$ cat src/rtl/boot_loader_pkg.sv
`default_nettype none
// +----------------------------------------------------------------------------+
// | Module   : boot_loader_pkg                                                 |
// | Purpose  : Shared boot definitions: sequencer state encodings, the BIOS     |
// |            image length and opcode constants common to BIOS and decoder.   |
// | Ports    : none (package)                                                  |
// | Revision : 1.0 - initial release                                           |
// +----------------------------------------------------------------------------+
package boot_loader_pkg;

  // Boot sequencer states; encodings are visible to debug tooling.
  typedef enum logic [1:0] {
    ST_IDLE  = 2'd0,
    ST_FETCH = 2'd1,
    ST_WRITE = 2'd2,
    ST_DONE  = 2'd3
  } boot_state_e;

  // Length of the BIOS image in 32-bit words.
  localparam int BIOS_WORDS = 109;

  // Opcode constants shared between the BIOS image builder and the decoder.
  localparam logic [6:0] OPC_LUI    = 7'b0110111;
  localparam logic [6:0] OPC_JAL    = 7'b1101111;
  localparam logic [6:0] OPC_LOAD   = 7'b0000011;
  localparam logic [6:0] OPC_STORE  = 7'b0100011;
  localparam logic [6:0] OPC_OP_IMM = 7'b0010011;

endpackage
`default_nettype wire

$ cat src/rtl/boot_loader.sv
`default_nettype none
// +----------------------------------------------------------------------------+
// | Module   : boot_loader                                                     |
// | Purpose  : Copies BOOT_WORDS words from BIOS ROM address 0.. into          |
// |            instruction memory at DEST_BASE.., holding the CPU in reset     |
// |            until the last word is accepted; keeps a running checksum.      |
// | Ports    : clock, reset (sync, active-high), start (level-sampled)         |
// |            rom_addr / rom_data        - BIOS ROM read port                 |
// |            imem_we/addr/wdata/ready   - instruction-memory write port      |
// |            cpu_hold, busy, done       - boot status                        |
// |            checksum                   - mod-2^WORD_W sum of copied words   |
// | Revision : 1.0 - initial release                                           |
// +----------------------------------------------------------------------------+
module boot_loader
  import boot_loader_pkg::*;
#(
  parameter int BOOT_WORDS = BIOS_WORDS,
  parameter int WORD_W     = 32,
  parameter int ADDR_W     = 10,
  parameter int DEST_BASE  = 0
) (
  input  logic              clock,
  input  logic              reset,
  input  logic              start,
  output logic [ADDR_W-1:0] rom_addr,
  input  logic [WORD_W-1:0] rom_data,
  output logic              imem_we,
  output logic [ADDR_W-1:0] imem_addr,
  output logic [WORD_W-1:0] imem_wdata,
  input  logic              imem_ready,
  output logic              cpu_hold,
  output logic              busy,
  output logic              done,
  output logic [WORD_W-1:0] checksum
);

  localparam logic [ADDR_W-1:0] LAST_IDX  = ADDR_W'(BOOT_WORDS - 1);
  localparam logic [ADDR_W-1:0] BASE_ADDR = ADDR_W'(DEST_BASE);

  boot_state_e       state_q, state_d;
  logic [ADDR_W-1:0] idx_q, idx_d;
  logic [ADDR_W-1:0] imem_addr_q, imem_addr_d;
  logic [WORD_W-1:0] imem_wdata_q, imem_wdata_d;
  logic [WORD_W-1:0] checksum_q, checksum_d;

  always_ff @(posedge clock) begin
    if (reset) begin
      state_q      <= ST_IDLE;
      idx_q        <= '0;
      imem_addr_q  <= BASE_ADDR;
      imem_wdata_q <= '0;
      checksum_q   <= '0;
    end else begin
      state_q      <= state_d;
      idx_q        <= idx_d;
      imem_addr_q  <= imem_addr_d;
      imem_wdata_q <= imem_wdata_d;
      checksum_q   <= checksum_d;
    end
  end

  always_comb begin
    state_d      = state_q;
    idx_d        = idx_q;
    imem_addr_d  = imem_addr_q;
    imem_wdata_d = imem_wdata_q;
    checksum_d   = checksum_q;
    case (state_q)
      // IDLE and DONE restart identically: a fresh image and a fresh checksum.
      ST_IDLE, ST_DONE: begin
        if (start) begin
          state_d    = ST_FETCH;
          idx_d      = '0;
          checksum_d = '0;
        end
      end
      ST_FETCH: begin
        // rom_addr has been presenting idx for this whole cycle.
        imem_wdata_d = rom_data;
        imem_addr_d  = BASE_ADDR + idx_q;
        state_d      = ST_WRITE;
      end
      ST_WRITE: begin
        if (imem_ready) begin
          checksum_d = checksum_q + imem_wdata_q;
          if (idx_q == LAST_IDX) begin
            state_d = ST_DONE;
          end else begin
            idx_d   = idx_q + 1'b1;
            state_d = ST_FETCH;
          end
        end
      end
      default: state_d = ST_IDLE;
    endcase
  end

  // Every output comes straight from a register or a decode of state_q.
  assign rom_addr   = idx_q;
  assign imem_we    = (state_q == ST_WRITE);
  assign imem_addr  = imem_addr_q;
  assign imem_wdata = imem_wdata_q;
  assign cpu_hold   = (state_q != ST_DONE);
  assign busy       = (state_q == ST_FETCH) || (state_q == ST_WRITE);
  assign done       = (state_q == ST_DONE);
  assign checksum   = checksum_q;

endmodule
`default_nettype wire

$ cat config.mk
export PLATFORM = sky130hd
export DESIGN_NAME = boot_loader
export DESIGN_NICKNAME = d
export VERILOG_FILES = /design/src/rtl/boot_loader_pkg.sv /design/src/rtl/boot_loader.sv
export SDC_FILE = /design/constraint.sdc
export NUM_CORES = 1
export LEC_CHECK = 0
export CORE_MARGIN = 4
export CORE_UTILIZATION = 53
export DETAILED_ROUTE_END_ITERATION = 8
export GPL_TIMING_DRIVEN = 0
export PLACE_DENSITY = 0.86
export SETUP_SLACK_MARGIN = 0.4
export SYNTH_ARGS = -nofsm -noshare
export SYNTH_HDL_FRONTEND = slang
export SYNTH_SLANG_ARGS = --single-unit
$ cat constraint.sdc
create_clock -name clock -period 5.07 [get_ports clock]
set_clock_uncertainty 0.15 [all_clocks]
set_input_delay 1.014 -clock clock [delete_from_list [all_inputs] [get_ports clock]]
set_output_delay 1.014 -clock clock [all_outputs]
set_load 0.005 [all_outputs]
==> summary.md <==
| Metric | Value |
|---|---|
| Status | finished, final reports clean |
| Cells after synthesis | between 500 and 600 |
| Top Family by Delay on Critical Path | compound AO/OA/AOI/OAI gates |
| Post-synth EDFFs | 0 |
| Comb power frac | 0.247 |
| Sw Pwr | 0.000514 W |
| Clock slew seen by the registers of the worst setup and hold paths | 0.10 ns |
| Post-synth ARST share | 0 |
| Pre-Repair DR Iteration Count | 4 |
| Sequential power share | 0.463 |
| CTS buffer count | 9 |
| Warnings from Yosys | 0 |
| Simple-gate share of the synthesized area | 0.169 |
| Die Width | roughly 100 microns |
| Initial drt markers | ~240 |
| Clock power frac | 0.290 |
| Final setup violating endpoints | 0 |
| Final ANT Viol Nets | 0 |
| Share of cells above drive strength 1 | 0.0666 |
| R2R Path Start | imem_wdata[0]$_SDFFE_PP0N_ |
| CP endpoint | checksum[28]$_SDFFE_PP0P_ |
| Crit path depth | 13 |
| Mapped Nets | 625 |
| Most frequent cells in the layout | clkdlybuf4s50_1 (123), nor2_1 (88), dfxtp_1 (86) |
| Commonest non-fill, non-tap cell in the layout | clkdlybuf4s50_1 |
| Largest family of logic cells by synthesized area | compound AO/OA/AOI/OAI gates |
| CP arrival | ~3.2 ns |
| Crit path buffers/inverters | 1 |
| Pwr dens | roughly 250 nW/um^2 |
| P_leak | 2.63 nW |
| Clock sink count | between 80 and 90 |
| Largest net degree at the start of global routing | 18 |
| CTS H-tree lvls | 3 |
| Reg2reg end | checksum[28]$_SDFFE_PP0P_ |
| Antenna cells | 0 |
| F_max | between 300 and 400 MHz |
| Gr ovfl total | 0 |
| Total track usage | 0.236 |
| Root buf cell | clkbuf_8 |
| Input/output buffers | between 100 and 150 |
| Vias in the first global route | 4,589 |
| Reg area | about 1700 sq um |
| Final net count | between 700 and 800 |
| Routed WL | about 13,000 microns |
| DRC violations left | 0 |
| Total chip power | approximately 0.0016 W |
| Post-synthesis register bit count | 86 |
| Worst setup margin | ~2.0 ns |
| Die Y | 104 microns |
| Crit path launch type | flip-flop |
| Unique cell type count in the Yosys netlist | 61 |
| Ports | 124 |
| Initial antenna violation count | 0 |
| Global-route wire length before repair | ~22,000 microns |
| Worst-Margin Slew | between 0.8 and 0.9 ns |
| Minimum clock period | ~3 ns |
| Cell-internal power | roughly 0.0011 W |
| Critical Path Fanout Max | 4 |
| Setup TNS | 0 ns |
| Worst rel slew slack | 0.431 |
| Post-CTS Hold Fix Bufs | 0 |
| Critical Path Slowest Stage Cell | fa_1 |
| Area of the multi-input gates | 2970 sq um |
| Post-CTS setup buffer count | 0 |
| Post-DP HPWL | between 9000 and 10,000 microns |
| Critical path type | flip-flop to flip-flop |
| Post-synthesis xor/xnor area fraction | 0.0650 |
| CP max stage delay | roughly 0.39 ns |
| Min Hold Slack | ~0.34 ns |
| Worst skew pair latency | between 0.3 and 0.4 ns |
| DR vias | 4,509 |
| Pre-CTS WS | ~1.7 ns |
| Cell chain of the critical path | ha_1 > inv_1 > fa_1 > and2b_1 > o21ai_2 > a21boi_2 > o21ai_1 > a21oi_4 > a41oi_2 > o21ai_2 > nand3_2 > a2111oi_2 > nand3b_1 |
| Final period util | 0.608 |
| Floorplan core area | ~9000 sq um |
| Max-slew violations | 0 |
| Vias per cell | between 5 and 6 |
| Row cnt | 34 |
| Final Util | 0.727 |
| Crit end category | flip-flop |
| Worst VDD drop | between 100 and 150 uV |
| Mapped Area | between 4000 and 5000 sq um |
| Area growth from synthesis to layout | 32.1% |
| Hold WC Path Type | flip-flop to flip-flop |
| Fin. Hold Viols | 0 |
| Top FF cell, synth | dfxtp_1 |
| Initial Util | 0.550 |
| Synth Area in Compound Gates | 0.193 |
| Filler cells | 670 |
| CTS tree | done |
| RSZ-0062 raised after global routing | false |
| Register area share after synthesis | 0.355 |
| CTS resizes | 0 |
| Req. time, crit path | 5.21 ns |
| Beginning of the critical path | imem_wdata[0]$_SDFFE_PP0N_ |
| Routed WL per cell | between 15 and 20 microns |
| Flop-to-flop setup slack | 1.99 ns |
| Avg Cell Area, Syn | slightly below 9 sq um |
| Most numerous cell on the critical path | o21ai_2 |
| Max_cap viols | 0 |
| Die area | between 10,000 and 15,000 sq um |
| Adder-Cell Fraction of Synth Area | 0.0971 |
| Final RePlAce weighted congestion | 0.893 |
| Longest Clk Path Bufs | 2 |
| Depth of the most critical reg-to-reg path | 13 |
| Net Sw Frac | 0.320 |
| Mux cell area share after synthesis | 0.0888 |
[how the worst min path moves through the flow]
stage                              startpoint                   endpoint  slack (ns)  cells past startpoint
floorplan           checksum[30]$_SDFFE_PP0P_  checksum[30]$_SDFFE_PP0P_        0.31                      2
global placement    checksum[30]$_SDFFE_PP0P_  checksum[30]$_SDFFE_PP0P_        0.31                      2
detailed placement  checksum[26]$_SDFFE_PP0P_  checksum[26]$_SDFFE_PP0P_        0.32                      2
CTS                 checksum[26]$_SDFFE_PP0P_  checksum[26]$_SDFFE_PP0P_        0.34                      2
global route        checksum[19]$_SDFFE_PP0P_  checksum[19]$_SDFFE_PP0P_        0.35                      2
finish              checksum[19]$_SDFFE_PP0P_  checksum[19]$_SDFFE_PP0P_        0.34                      2
[power groups by stage]
stage | combinational (W) | sequential (W) | clock, W
5_1_grt | 0.000436 | 0.000750 | 0.000503
4_1_cts | 0.000399 | 0.000744 | 0.000473
6_report | 0.000396 | 0.000743 | 0.000465
3_3_place_gp | 0.000384 | 0.000758 | 0
2_1_floorplan | 0.000236 | 0.000755 | 0
3_5_place_dp | 0.000396 | 0.000759 | 0
[final cells by class]
class	count	area share
inverter	16	0.00938
clock buffer	9	0.0194
sequential	86	0.269
multi-input combinational	426	0.464
timing repair buffer	123	0.192
buffer	24	0.0149
clock inverter	7	0.00997
tap	108	0.0211
[per-layer routing]
layer,GRT usage,wire (microns)
met3,0.0460,794
met4,0.0579,159
met2,0.425,6380
met5,0,0
met1,0.291,5400
[metrics by stage]
stage | cell area [sq um] | instances
final | 6400 | 799
after floorplan | 4850 | 552
after global placement | 6210 | 783
after detailed placement | 6210 | 783
after CTS | 6400 | 799
after global routing | 6400 | 799
[tightest hold or removal path, stage by stage, from the launching register on]
cell and delay, ns:
dfxtp_1 0.34, nand2_1 0.05, o21ai_0 0.06
[Yosys cell counts (3+ instances only)]
cell type / number / area, sq um
inv_1: 16 / 60.1
o21ai_0: 19 / 95.1
nor2_1: 88 / 330
buf_1: 5 / 18.8
and3_1: 5 / 31.3
a21o_1: 18 / 135
buf_2: 4 / 20.0
nor2b_1: 6 / 37.5
nand4_1: 6 / 37.5
nand3_1: 15 / 75.1
a211oi_1: 3 / 22.5
o21bai_1: 8 / 60.1
clkbuf_1: 15 / 56.3
o21ai_1: 6 / 30.0
a21oi_1: 30 / 150
nand2b_1: 5 / 31.3
dfxtp_1: 86 / 1720
xnor2_1: 16 / 140
mux2i_1: 43 / 430
xor2_1: 20 / 175
nand2_1: 40 / 150
a22oi_1: 14 / 105
ha_1: 36 / 450
o21ai_2: 4 / 35.0
[registers in the layout (all words and copies together) (netlist names)]
name	flops
state_q	2
checksum	32
imem_addr	10
rom_addr	10
imem_wdata	32
[cells by family after synthesis]
kind of cell,after synthesis
flip-flops,86
AND/OR/NAND/NOR,181
XOR/XNOR,36
adder cells (fa/ha/maj),37
buffers and inverters,40
multiplexers,43
AO/OA/AOI/OAI,129
No activity file was read; power rests on OpenSTA's default activity.
